==> config.mk <==
export PLATFORM = sky130hd
export DESIGN_NAME = dram_refresh_sched
export DESIGN_NICKNAME = d
export VERILOG_FILES = /design/src/rtl/dram_refresh_sched.sv
export SDC_FILE = /design/constraint.sdc
export NUM_CORES = 1
export LEC_CHECK = 0
export ABC_CLOCK_PERIOD_IN_PS = 3900
export BUFFER_PORTS_ARGS = -buffer_cell sky130_fd_sc_hd__buf_4
export CAP_MARGIN = 30
export CORE_AREA = 2 2 41 43
export DETAILED_ROUTE_END_ITERATION = 8
export DIE_AREA = 0 0 43 45
export PLACE_DENSITY = 0.75
export SLEW_MARGIN = 5
export SYNTH_ARGS = -nofsm -noshare
export SYNTH_HDL_FRONTEND = slang
export SYNTH_SLANG_ARGS = --single-unit
==> constraint.sdc <==
create_clock -name CLKCPU -period 3.9 [get_ports CLKCPU]
set_clock_uncertainty 0.05 [all_clocks]
set_input_delay 0.78 -clock CLKCPU [delete_from_list [all_inputs] [get_ports CLKCPU]]
set_output_delay 0.78 -clock CLKCPU [all_outputs]
set_load 0.005 [all_outputs]
==> src/rtl/dram_refresh_sched.sv <==
// CBR refresh scheduler: owes one refresh every REFRESH_INTERVAL CLKCPU cycles and requests it in a bus-idle window.
// Optional macro REFRESH_URGENT_EN: a high backlog forces the request without waiting for an idle bus.
module dram_refresh_sched #(
    parameter int REFRESH_INTERVAL = 220,
    parameter int MAX_PENDING      = 8,
    parameter int PEND_W           = 4,
    parameter int URGENT_LEVEL     = 4
) (
    input  logic              CLKCPU,
    input  logic              RESET,
    input  logic              AS20,
    input  logic              REFRESH_ACK,
    output logic              REFRESH_REQ,
    output logic              REFRESH_URGENT,
    output logic [PEND_W-1:0] PENDING,
    output logic              OVERRUN
);

    localparam int TICK_W = (REFRESH_INTERVAL > 1) ? $clog2(REFRESH_INTERVAL) : 1;
    localparam logic [TICK_W-1:0] TICK_LAST = TICK_W'(REFRESH_INTERVAL - 1);
    localparam logic [PEND_W-1:0] MAX_P     = PEND_W'(MAX_PENDING);

    typedef enum logic [1:0] {
        ST_IDLE = 2'd0,
        ST_ARM  = 2'd1,
        ST_REQ  = 2'd2,
        ST_COOL = 2'd3
    } state_t;

    state_t              r_state;
    state_t              w_state_nxt;
    logic [TICK_W-1:0]   r_tick_cnt;
    logic                w_tick;
    logic                w_ack_ok;
    logic [PEND_W-1:0]   r_pending;
    logic [PEND_W-1:0]   w_pending_nxt;
    logic                r_overrun;
    logic                w_overrun_nxt;
    logic                r_req;
    logic                r_urgent;
    logic                w_urgent_nxt;

    // Urgency threshold beyond the saturation limit can never fire; the block only documents that.
    if (URGENT_LEVEL > MAX_PENDING) begin : g_urgent_unreachable
    end

    always_comb begin
        w_tick   = (r_tick_cnt == TICK_LAST);
        w_ack_ok = REFRESH_ACK && (r_state == ST_REQ);
    end

    // Owed-refresh bookkeeping: a tick and an ack on the same edge cancel, even at saturation.
    always_comb begin
        w_pending_nxt = r_pending;
        w_overrun_nxt = r_overrun;
        if (w_tick && !w_ack_ok) begin
            if (r_pending == MAX_P) begin
                w_overrun_nxt = 1'b1;
            end else begin
                w_pending_nxt = r_pending + 1'b1;
            end
        end else if (!w_tick && w_ack_ok && (r_pending != '0)) begin
            w_pending_nxt = r_pending - 1'b1;
        end
    end

    always_comb begin
`ifdef REFRESH_URGENT_EN
        w_urgent_nxt = (w_pending_nxt >= PEND_W'(URGENT_LEVEL));
`else
        w_urgent_nxt = 1'b0;
`endif
    end

    always_comb begin
        w_state_nxt = r_state;
        case (r_state)
            ST_IDLE: begin
`ifdef REFRESH_URGENT_EN
                if (r_urgent) begin
                    w_state_nxt = ST_REQ;
                end else if ((r_pending != '0) && AS20) begin
                    w_state_nxt = ST_ARM;
                end
`else
                if ((r_pending != '0) && AS20) begin
                    w_state_nxt = ST_ARM;
                end
`endif
            end
            ST_ARM:  w_state_nxt = AS20 ? ST_REQ : ST_IDLE;
            ST_REQ:  if (w_ack_ok) w_state_nxt = ST_COOL;
            ST_COOL: w_state_nxt = ST_IDLE;
            default: w_state_nxt = ST_IDLE;
        endcase
    end

    always_ff @(posedge CLKCPU) begin
        if (RESET) begin
            r_state    <= ST_IDLE;
            r_tick_cnt <= '0;
            r_pending  <= '0;
            r_overrun  <= 1'b0;
            r_req      <= 1'b0;
            r_urgent   <= 1'b0;
        end else begin
            r_state    <= w_state_nxt;
            r_tick_cnt <= w_tick ? '0 : r_tick_cnt + 1'b1;
            r_pending  <= w_pending_nxt;
            r_overrun  <= w_overrun_nxt;
            r_req      <= (w_state_nxt == ST_REQ);
            r_urgent   <= w_urgent_nxt;
        end
    end

    assign REFRESH_REQ    = r_req;
    assign REFRESH_URGENT = r_urgent;
    assign PENDING        = r_pending;
    assign OVERRUN        = r_overrun;

endmodule

# After elaboration in Yosys (flattened, before gate mapping)
# Cells that the tools add are included.
# totals
ff_bits	16
latchBits	0
ramBits	0
mem_bits_ro	0
inputBits	4
out_inout_bits	7
mem_count	0
# classes
n_addsub	3
mul	0
n_div	0
n_lt_le_gt_ge	0
n_eq_ne	7
shift	0
mux	7
n_bitwise	0
n_reduce_logical	13
# ops
cell	n
two-way mux 4 bit	3
adder 8 x 1 -> 8 bit, second input constant	1
== test 8 bit, second input constant	1
case mux 2 bit (4 select lines)	1
== test 2 bit, second input constant	3
two-way mux 2 bit	3
logical AND 1 bit	5
adder 4 x 1 -> 4 bit, second input constant	1
== test 4 bit, second input constant	1
AND reduction 2 bit	2
nonzero test 4 bit	1
subtractor 4 x 1 -> 4 bit, second input constant	1
== test 2 x 1 -> 1 bit, second input constant	1
logical NOT 1 bit	2
logical NOT 2 bit	1
!= test 2 bit, second input constant	1
nonzero test 2 bit	1
OR reduction 2 bit	1

# Logic depth before layout (Yosys ltp)
# Gate-level depths: netlist of the first run.
# logic_depth
depth_word	6
depth_mapped	10
ltp_nobuf	10

# Worst setup path before layout of the first run
# OpenSTA, ideal clock, no wires.
# synth_path
path_kind	input to register
from	in REFRESH_ACK
to	reg r_pending[3], in the netlist PENDING[3]
setup_ps	74
t_arrival_ps	2122
required_time_ps	3776
slack_ps	1654
cell_stages	8
n_path_buf	0
cell_sequence	nand3b_1 nand2_2 ha_1 a21o_1 a21oi_1 nand3_1 or3_1 a31oi_1
# synth_via
elab_chain_cells	5
elab_cells_between_ends	9
cone_classes	1 x eq/ne; 1 x mux; 7 x reduce/logical
# synth_rtl
item	line	source
from (decl)	12	input logic REFRESH_ACK,
logical AND 1 bit *	49	w_ack_ok = REFRESH_ACK && (r_state == ST_REQ);
logical NOT 1 bit or logical AND 1 bit (tied branches)	56, 62	
logical AND 1 bit (on tied branches)	56, 62	
!= test 2 bit (no line) or nonzero test 2 bit (tied branches)	n/a	
AND reduction 2 bit (no line)	n/a	
to (signal assigned)	109	r_pending <= w_pending_nxt;
to (decl)	35	logic [PEND_W-1:0] r_pending;
# Mark *: on every way between the ends. The rest lies on a longest branch, timed or not.
# A chain may end at the register's enable or synchronous reset.

# Worst setup path after layout of the first run
# layout_path
from	reg r_tick_cnt[0]
to	reg r_pending[3], in the netlist PENDING[3]
# layout_via
elab_chain_cells	6
elab_cells_between_ends	9
cone_classes	2 x eq/ne; 1 x mux; 6 x reduce/logical
# layout_rtl
item	line	source
from (decl)	32	logic [TICK_W-1:0] r_tick_cnt;
from (signal assigned)	108	r_tick_cnt <= w_tick ? '0 : r_tick_cnt + 1'b1;
== test 8 bit *	48	w_tick = (r_tick_cnt == TICK_LAST);
logical NOT 1 bit	62	end else if (!w_tick && w_ack_ok && (r_pending != '0)) begin
logical AND 1 bit (2 in series)	62	
nonzero test 2 bit (no line)	n/a	
AND reduction 2 bit (no line)	n/a	
# Marked as above.

==> flow_summary_export.csv, run 1 <==
group,metric,value,unit
sta,rsz0062_at_grt,"no",
synthesis,yosys.area.top_type,"dfxtp_1",
routing,dr.first_iter.drc_count,4,
global_routing,grt_pass1_wl,2480,um
synthesis,synth-simple-area-share,0.290,
sta,hold_violations,0,
global_routing,antenna_found_initial,0,
floorplanning,die_w,43,um
global_routing,grt_overflow_total,0,
synthesis,avgSynthCellArea,9.83,um2
synthesis,ys_top_cells_by_count,"16 x dfxtp_1, 13 x nor2_1, 6 x xor2_1",
worst_setup_path,arrival,2.56,ns
floorplanning,coreArea,1470,um2
synthesis,syn_inst,83,
synthesis,synthFlopType,"dfxtp_1",
clock_network,cts_tree,"done",
worst_setup_path,crit_fanout,5,
sta,fmax,417,MHz
synthesis,synth_area_leaders,"dfxtp_1 39%, xor2_1 6.4%, nor2_1 6.0%, ha_1 4.6%, nand4b_4 2.9%",
floorplanning,dieArea,1940,um2
worst_setup_path,crit_path_end_kind,"register",
global_routing,grt.total_usage,0.178,
placement,portBuffers,9,
clock_network,clock_path_buffers,2,
synthesis,synth_compound_area_frac,0.107,
worst_setup_path,r2r_start,"r_tick_cnt[0]",
routing,vias,586,
worst_setup_path,r2r_cells,10,
power_and_ir_drop,pwr_density_cell,311,nW/um2
floorplanning,pin_count,11,
sta,finalSetupTns,0,ns
synthesis,ys_ff_latch,16,
synthesis,syn_area,816,um2
floorplanning,die_y,45,um
worst_setup_path,required,4.07,ns
synthesis,async_reset_ff_frac,0,
routing,viasPerCell,5.38,
synthesis,synth_xor_area_frac,0.0859,
routing,ant_nets,0,
synthesis,yosysSeqAreaShare,0.393,
global_routing,grt_pass1_vias,624,
sta,min_period_over_period,0.615,
synthesis,synth_top_area_frac,0.393,
power_and_ir_drop,power.leakage,0.436,nW
synthesis,synthAdderAreaFrac,0.0706,
clock_network,cts_htree_levels,1,
synthesis,yosysUniqueCellTypes,36,
clock_network,cts_buffers,3,
routing,wirelength,1310,um
sta,fin_crit,2.40,ns
hold_path,worstHoldPathType,"register to register",
hold_path,hold-path-cell-count,1,
sta,slew_viol_final,0,
clock_network,insertion_delay,0.29,ns
floorplanning,start_util,0.554,
worst_setup_path,crit_start,"r_tick_cnt[0]",
synthesis,synth_top_family_by_area,"simple AND/OR/NAND/NOR gates",
global_routing,grt_start_max_net_pins,10,
worst_setup_path,criticalPathCategory,"register to register",
worst_setup_path,r2r_end,"PENDING[3]",
synthesis,muxShareOfSynthArea,0.0245,
clock_network,clk_pin_slew_worst_paths,0.09,ns
flow_run,drv_cap,0,
clock_network,cts-root-buf,"clkbuf_4",
final_layout,design_area,923,um2
final_layout,antenna_cells,0,
placement,dpl_cell_area,887,um2
outcome,status,"finished clean",
synthesis,yosysWarnings,0,
synthesis,yosysMostFrequentCell,"dfxtp_1",
worst_setup_path,critical_path.endpoint,"PENDING[3]",
floorplanning,row_count,14,
clock_network,holdBufCountCts,0,
routing,drtPass1Iterations,4,
synthesis,syn-num-nets,91,
final_layout,area_delta_synth_final,13.2,%
worst_setup_path,rrSetupSlack,1.50,ns
routing,avgRoutedWirePerCell,12.1,um
placement,post-dp-hpwl,1010,um
placement,gp_congestion,0.692,
power_and_ir_drop,peakVddDrop,158,uV
sta,finalSetupViolations,0,
routing,drcViolationCount,0,
final_layout,final_nets,102,
worst_setup_path,crit_path_start_kind,"register",
clock_network,clkSinkCount,16,
clock_network,cts_setup_buffers,0,
clock_network,ctsResizeCount,0,
synthesis,synth-edff-count,0,
final_layout,final_layout_size_suffix_gt1_frac,0.226,
## stage by stage
step	power, mW	utilization	setup WS [ns]	hold slack (ns)	std cells
detailed placement	0.184	0.603	1.33	0.401	105
floorplan	0.180	-	1.65	0.376	83
finish	0.287	0.628	1.50	0.415	109
CTS	0.292	0.628	1.48	0.423	109
global route	0.300	0.628	1.34	0.474	109
global placement	0.183	0.603	1.45	0.393	105
## layer usage
layer / track usage / wire, um
met1: 0.193 / 558
met2: 0.303 / 645
met3: 0.0720 / 77
met4: 0.0909 / 33
met5: 0 / 0
## placed cells by master (no fill, tap or decap), drive strengths merged
cell type  Yosys  final
dfxtp         16     16
a21oi          3      3
and3b          1      1
xor2           6      6
or3            2      2
o21ai          1      1
nand3          4      4
nand2b         3      3
ha             3      3
conb           1      1
inv            1      1
a31oi          2      2
buf            2      9
a21o           1      1
or2            2      2
a2111oi        1      1
nor3b          1      1
and3           1      1
nor3           1      1
a41oi          1      1
o311ai         1      1
nor2          14     14
fa             1      1
nand3b         3      3
nor2b          1      1
xnor2          2      2
clkbuf         1      4
mux2i          2      2
nand2          4      4
nand4b         1      1
## registers in the layout (all words and copies together), names as in the netlist
signal       count
r_state          2
r_tick_cnt       8
PENDING          4
REFRESH_REQ      1
OVERRUN          1
## kinds of logic after synthesis
kind of cell	Yosys count
xor+xnor	8
mux	2
fa+ha+maj	4
simple gates	38
buf+inv	4
compound gates	10
other cells	1
flops	16
## where the power goes
| group | internal [mW] | switching [mW] | total [mW] |
|---|---|---|---|
| combinational | 0.00545 | 0.00587 | 0.0113 |
| sequential | 0.166 | 0.00244 | 0.168 |
| clock | 0.0569 | 0.0503 | 0.107 |
## layout make-up
class / instances / area (um2)
fillers: 138 / 548
multi-input cells: 63 / 475
flip-flops and latches: 16 / 320
repair buffers: 9 / 67.6
clock buffers: 4 / 36.3
well taps: 16 / 20.0
inverters: 1 / 3.75
## worst min path at each step
| stage | from | to | slack [ns] |
|---|---|---|---|
| detailed placement | r_tick_cnt[0] | r_tick_cnt[0] | 0.40 |
| global placement | r_tick_cnt[0] | r_tick_cnt[0] | 0.39 |
| global route | r_tick_cnt[0] | r_tick_cnt[0] | 0.47 |
| CTS | r_tick_cnt[0] | r_tick_cnt[0] | 0.42 |
| floorplan | r_tick_cnt[0] | r_tick_cnt[0] | 0.38 |
| finish | r_tick_cnt[0] | r_tick_cnt[0] | 0.41 |
## critical path, stage by stage (launching register included)
cell and delay (ns):
dfxtp_1 0.37, ha_1 0.27, nand3b_4 0.11, nor2_2 0.13, nand2_2 0.11, ha_1 0.29, a21o_1 0.18, a21oi_1 0.23
nand3_1 0.13, or3_1 0.32, a31oi_1 0.12
No activity file was read; power rests on OpenSTA's default activity.
==> run 2, diff against run 1 <==
--- a/config.mk
+++ b/config.mk
@@ -5,13 +5,14 @@
 export SDC_FILE = /design/constraint.sdc
 export NUM_CORES = 1
 export LEC_CHECK = 0
-export ABC_CLOCK_PERIOD_IN_PS = 3900
+export ABC_AREA = 1
+export ABC_CLOCK_PERIOD_IN_PS = 2300
 export BUFFER_PORTS_ARGS = -buffer_cell sky130_fd_sc_hd__buf_4
 export CAP_MARGIN = 30
-export CORE_AREA = 2 2 41 43
+export CORE_AREA = 2 2 45 43
 export DETAILED_ROUTE_END_ITERATION = 8
-export DIE_AREA = 0 0 43 45
-export PLACE_DENSITY = 0.75
+export DIE_AREA = 0 0 47 45
+export PLACE_DENSITY = 0.7
 export SLEW_MARGIN = 5
 export SYNTH_ARGS = -nofsm -noshare
 export SYNTH_HDL_FRONTEND = slang
==> constraint.sdc (replaced) <==
create_clock -name CLKCPU -period 2.3 [get_ports CLKCPU]
set_clock_uncertainty 0.05 [all_clocks]
set_input_delay 0.46 -clock CLKCPU [delete_from_list [all_inputs] [get_ports CLKCPU]]
set_output_delay 0.46 -clock CLKCPU [all_outputs]
set_load 0.005 [all_outputs]
==> run 2 against run 1 <==
Effect of this change: highest routed layer unchanged; sequential power increased by 70%; critical endpoint unchanged; clock-buffer cell count unchanged; clock power increased by 73%; largest power group unchanged; sequential share of layout area decreased by 1.5 points; sequential cell count unchanged; critical path type unchanged; area after synthesis increased by 2.9%; wire length increased by 3.4%.
==> flow_summary_export.csv, run 2 <==
group,metric,value,unit
outcome,status,"finished clean",
sta,fmax,490,MHz
synthesis,ys_top_cells_by_count,"17 x nor2_1, 16 x dfxtp_1, 15 x nand2_1",
sta,slew_viol_final,0,
worst_setup_path,required,2.44,ns
power_and_ir_drop,p_int,385,uW
routing,avgRoutedWirePerCell,9.71,um
placement,post-dp-hpwl,1080,um
worst_setup_path,cp_cell_sequence,"ha_1 > nand2_1 > nor2_4 > nand3_4 > ha_1 > a21oi_1 > nand2_1 > nand2_2 > inv_2 > nor2_2 > nand3_1 > nand2_1 > nor2_2",
synthesis,synth-edff-count,0,
sta,hold_slack,0.317,ns
sta,fin_crit,2.04,ns
clock_network,holdBufCountCts,0,
global_routing,grt_pass1_wl,2540,um
synthesis,ys_ff_latch,16,
worst_setup_path,arrival,2.18,ns
sta,min_period_over_period,0.886,
power_and_ir_drop,p_switching,104,uW
synthesis,yosys.area.top_type,"dfxtp_1",
worst_setup_path,max_stage_delay,0.36,ns
clock_network,cts_buffers,3,
final_layout,antenna_cells,0,
synthesis,synthFlopType,"dfxtp_1",
global_routing,antenna_found_initial,0,
power_and_ir_drop,power.leakage,0.378,nW
floorplanning,dieArea,2120,um2
floorplanning,die_w,47,um
clock_network,cts_tree,"done",
synthesis,yosysUniqueCellTypes,25,
worst_setup_path,path_common_cell,"nand2_1",
routing,drtPass1Iterations,4,
power_and_ir_drop,power_frac_clock,0.380,
floorplanning,coreArea,1610,um2
routing,drcViolationCount,0,
floorplanning,start_util,0.521,
synthesis,yosysSeqAreaShare,0.382,
clock_network,clock_path_buffers,2,
hold_path,min-delay-start,"RESET",
hold_path,worstHoldPathType,"input port to register",
final_layout,final_nets,125,
floorplanning,die_y,45,um
power_and_ir_drop,peakVddDrop,402,uV
routing,vias,671,
sta,hold_violations,0,
clock_network,ctsResizeCount,0,
global_routing,grt_overflow_total,0,
final_layout,area_delta_synth_final,15.1,%
synthesis,syn_inst,104,
placement,portBuffers,9,
power_and_ir_drop,comb_power_share,0.037,
worst_setup_path,crit_path_end_kind,"register",
clock_network,clk_pin_slew_worst_paths,0.09,ns
synthesis,async_reset_ff_frac,0,
power_and_ir_drop,p_seq_frac,0.583,
clock_network,insertion_delay,0.29,ns
flow_run,drv_cap,0,
sta,finalSetupTns,0,ns
worst_setup_path,cpMaxStageDelayCell,"dfxtp_1",
sta,finalSetupViolations,0,
synthesis,yosysMostFrequentCell,"nor2_1",
floorplanning,row_count,14,
placement,gp_congestion,0.826,
power_and_ir_drop,swShare,0.212,
global_routing,grt_start_max_net_pins,10,
worst_setup_path,crit_start,"r_tick_cnt[0]",
worst_setup_path,crit_path_start_kind,"register",
synthesis,synth_area_leaders,"dfxtp_1 38%, nor2_1 7.6%, nand2_1 6.7%, xor2_1 5.2%, ha_1 4.5%",
routing,dr.first_iter.drc_count,8,
worst_setup_path,r2r_start,"r_tick_cnt[0]",
floorplanning,pin_count,11,
power_and_ir_drop,pwr_density_cell,506,nW/um2
clock_network,cts_setup_buffers,0,
final_layout,layout_common_cells,"17 x nor2_1, 16 x dfxtp_1, 15 x nand2_1",
routing,viasPerCell,4.79,
clock_network,cts-root-buf,"clkbuf_4",
clock_network,cts_htree_levels,1,
sta,rsz0062_at_grt,"no",
global_routing,grt.total_usage,0.172,
synthesis,yosysWarnings,0,
routing,ant_nets,0,
synthesis,avgSynthCellArea,8.07,um2
clock_network,clkSinkCount,16,
synthesis,synth_top_area_frac,0.382,
synthesis,syn_area,840,um2
synthesis,syn-num-nets,112,
final_layout,final_layout_size_suffix_gt1_frac,0.267,
routing,wirelength,1360,um
final_layout,max_flop_register,"r_tick_cnt",
global_routing,grt_pass1_vias,621,
worst_setup_path,criticalPathCategory,"register to register",
final_layout,final_common_cell,"nor2_1",
final_layout,largest_reg_flops,8,
worst_setup_path,crit_fanout,6,
## run 2: cell count changes in the layout (fill, tap and decap cells not counted), moves of 3 or more
| cell | change |
|---|---|
| nand2_1 | +12 |
| inv_1 | +7 |
| inv_2 | +4 |
| nor2_1 | +4 |
| nand2b_1 | -3 |
| nand3_1 | +3 |
| nor2_2 | +3 |
## run 2: cells by family after synthesis
kind of cell	Yosys count	synth area share
buf+inv	13	0.0626
other cells	1	0.00447
fa+ha+maj	4	0.0686
xor+xnor	5	0.0522
simple gates	58	0.384
compound gates	7	0.0462
flops	16	0.382
## run 2: routing by layer
layer | part of all wire | up-vias | global-route usage
li1 | - | 353 | -
met1 | 0.49 | 306 | 0.221
met2 | 0.46 | 10 | 0.255
met3 | 0.048 | 2 | 0.0840
met4 | 0.0074 | 0 | 0.0500
met5 | 0 | - | 0
## run 2: stage by stage
stage	total power, mW	worst slack (ns)	area, um2	std cells	utilization
final	0.489	0.261	966	140	0.599
after global routing	0.513	0.0470	966	140	0.599
after CTS	0.494	0.250	966	140	0.599
after detailed placement	0.309	0.272	930	136	0.577
after floorplan	0.302	0.400	840	104	-
after global placement	0.309	0.320	930	136	0.577
## run 2: worst paths after layout
check	end	slack (ns)	depth (start not counted)
min reg2reg	r_tick_cnt[0]	0.41	1
max	PENDING[3]	0.26	13
max reg2reg	PENDING[3]	0.26	13
min	PENDING[2]	0.32	2
## run 2: final cells by class
cell class                 instances  area [um2]
fill                             160         646
inverter                          12        45.0
timing repair buffer               9        67.6
sequential                        16         320
tap                               24        30.0
multi-input combinational         75         467
clock buffer                       4        36.3
## run 2: power by group through the flow
stage	Sequential [mW]	Combinational (mW)	Clock (mW)
detailed placement	0.291	0.0180	0
finish	0.285	0.0181	0.185
global placement	0.291	0.0180	0
floorplan	0.291	0.0115	0
CTS	0.285	0.0181	0.191
global route	0.286	0.0216	0.206
## run 2: worst max-delay path, delay by kind of cell (launching register included)
family	cells	cell delay, ns
and+or+nand+nor	9	0.79
adders and majority gates	2	0.56
DFF	1	0.36
AOI/OAI and AO/OA	1	0.16
buffers and inverters	1	0.03
==> run 3, diff against run 2 <==
--- a/config.mk
+++ b/config.mk
@@ -5,14 +5,13 @@
 export SDC_FILE = /design/constraint.sdc
 export NUM_CORES = 1
 export LEC_CHECK = 0
-export ABC_AREA = 1
 export ABC_CLOCK_PERIOD_IN_PS = 2300
 export BUFFER_PORTS_ARGS = -buffer_cell sky130_fd_sc_hd__buf_4
 export CAP_MARGIN = 30
-export CORE_AREA = 2 2 45 43
+export CORE_AREA = 2 2 44 42
 export DETAILED_ROUTE_END_ITERATION = 8
-export DIE_AREA = 0 0 47 45
-export PLACE_DENSITY = 0.7
+export DIE_AREA = 0 0 46 44
+export PLACE_DENSITY = 0.72
 export SLEW_MARGIN = 5
 export SYNTH_ARGS = -nofsm -noshare
 export SYNTH_HDL_FRONTEND = slang
==> run 3 against run 2 <==
Effect of this change: sequential cell count is the same; final cell count shrank 21%; critical path depth shrank 3.
==> flow_summary_export.csv, run 3 (synthesis results as in run 1) <==
group,metric,value,unit
outcome,status,"finished clean",
placement,post-dp-hpwl,1020,um
final_layout,final_common_cell,"dfxtp_1",
worst_setup_path,cpMaxStageDelayCell,"dfxtp_2",
clock_network,clkSinkCount,16,
worst_setup_path,crit_path_end_kind,"register",
clock_network,cts_tree,"done",
final_layout,layout_common_cells,"14 x dfxtp_1, 13 x nor2_1, 12 x buf_4",
sta,slew_viol_final,0,
floorplanning,row_count,14,
floorplanning,die_w,46,um
floorplanning,start_util,0.517,
routing,dr.first_iter.drc_count,3,
clock_network,insertion_delay,0.29,ns
flow_run,drv_cap,0,
clock_network,clk_pin_slew_worst_paths,0.09,ns
worst_setup_path,max_stage_delay,0.36,ns
routing,drtPass1Iterations,2,
floorplanning,dieArea,2020,um2
final_layout,final_nets,105,
clock_network,cts_buffers,3,
floorplanning,coreArea,1580,um2
worst_setup_path,required,2.48,ns
hold_path,worstHoldPathType,"input port to register",
global_routing,grt_pass1_wl,2210,um
placement,gp_congestion,0.773,
power_and_ir_drop,swShare,0.226,
power_and_ir_drop,p_int,356,uW
worst_setup_path,rrSetupSlack,0.17,ns
power_and_ir_drop,power.leakage,0.444,nW
routing,ant_nets,0,
routing,viasPerCell,5.39,
clock_network,clock_path_buffers,2,
final_layout,area_delta_synth_final,17.2,%
sta,fmax,470,MHz
global_routing,grt_start_max_net_pins,10,
routing,wirelength,1370,um
sta,finalSetupTns,0,ns
floorplanning,die_y,44,um
clock_network,holdBufCountCts,0,
final_layout,antenna_cells,0,
worst_setup_path,criticalPathCategory,"register to register",
worst_setup_path,crit_fanout,3,
worst_setup_path,crit_path_start_kind,"register",
worst_setup_path,cp_top_family,"simple AND/OR/NAND/NOR gates",
sta,min_period_over_period,0.925,
clock_network,cts-root-buf,"clkbuf_4",
clock_network,cts_htree_levels,1,
power_and_ir_drop,peakVddDrop,293,uV
global_routing,antenna_found_initial,0,
worst_setup_path,cp_cell_sequence,"ha_4 > nand3b_4 > nor2_4 > nand2_2 > ha_1 > a21o_1 > a21oi_2 > nand3_1 > or3_1 > a31oi_1",
sta,hold_violations,0,
placement,portBuffers,9,
final_layout,final_layout_size_suffix_gt1_frac,0.284,
power_and_ir_drop,power_frac_clock,0.322,
routing,avgRoutedWirePerCell,12.3,um
worst_setup_path,arrival,2.30,ns
global_routing,grt_pass1_vias,497,
floorplanning,pin_count,11,
sta,hold_slack,0.342,ns
global_routing,grt.total_usage,0.160,
final_layout,largest_reg_flops,8,
power_and_ir_drop,pwr_density_cell,481,nW/um2
power_and_ir_drop,p_switching,104,uW
sta,fin_crit,2.13,ns
final_layout,final_core_util,0.606,
sta,finalSetupViolations,0,
worst_setup_path,path_buf_inv,0,
global_routing,grt_overflow_total,0,
routing,vias,598,
final_layout,max_flop_register,"r_tick_cnt",
power_and_ir_drop,comb_power_share,0.053,
routing,drcViolationCount,0,
power_and_ir_drop,p_seq_frac,0.625,
## run 3: cell types whose count changed in the layout (fill, tap and decap cells not counted), sizes merged, moves of 3 or more
cell / delta
a21oi: -3
buf: +3
inv: -11
nand2: -13
nand2b: +3
nand3: -7
nand3b: +3
nor2: -9
## run 3: path summary, 6_finish.rpt
kind / start / end / cells past startpoint
setup / recovery: r_tick_cnt[1] / PENDING[3] / 10
hold / removal: RESET / r_state[1] / 2
setup reg to reg: r_tick_cnt[1] / PENDING[3] / 10
hold reg to reg: OVERRUN / OVERRUN / 2
## run 3: power by group through the flow
stage          clock (mW)  combinational (mW)  sequential [mW]
3_5_place_dp            0              0.0219            0.291
3_3_place_gp            0              0.0219            0.291
2_1_floorplan           0              0.0148            0.291
6_report            0.148              0.0246            0.287
5_1_grt             0.165              0.0270            0.288
4_1_cts             0.152              0.0224            0.285
## run 3: layout make-up
cell class | count | area [um2]
fillers | 143 | 621
multi-input cells | 63 | 497
flip-flops and latches | 16 | 323
repair buffers | 12 | 90.1
clock buffers | 3 | 22.5
well taps | 16 | 20.0
inverters | 1 | 3.75
## run 3: timing repair
action                     CTS  global route
setup endpoints to repair    1             1
setup buffers                0             0
resized for setup            1             5
## run 3: through the flow
| stage | area (um2) | setup slack [ns] | instances | total power, mW |
|---|---|---|---|---|
| after global placement | 910 | 0.111 | 108 | 0.313 |
| final | 956 | 0.174 | 111 | 0.460 |
| after global routing | 956 | -0.0101 | 111 | 0.480 |
| after CTS | 935 | 0.0223 | 111 | 0.459 |
| after floorplan | 816 | 0.152 | 83 | 0.306 |
| after detailed placement | 910 | 0.0144 | 108 | 0.313 |
## run 3: layer usage
layer | wire length [um] | vias up | track usage
met2 | 636 | 9 | 0.219
met4 | 23 | 0 | 0.103
met5 | 0 | - | 0
met1 | 658 | 276 | 0.214
met3 | 50 | 2 | 0.0500
li1 | - | 311 | -
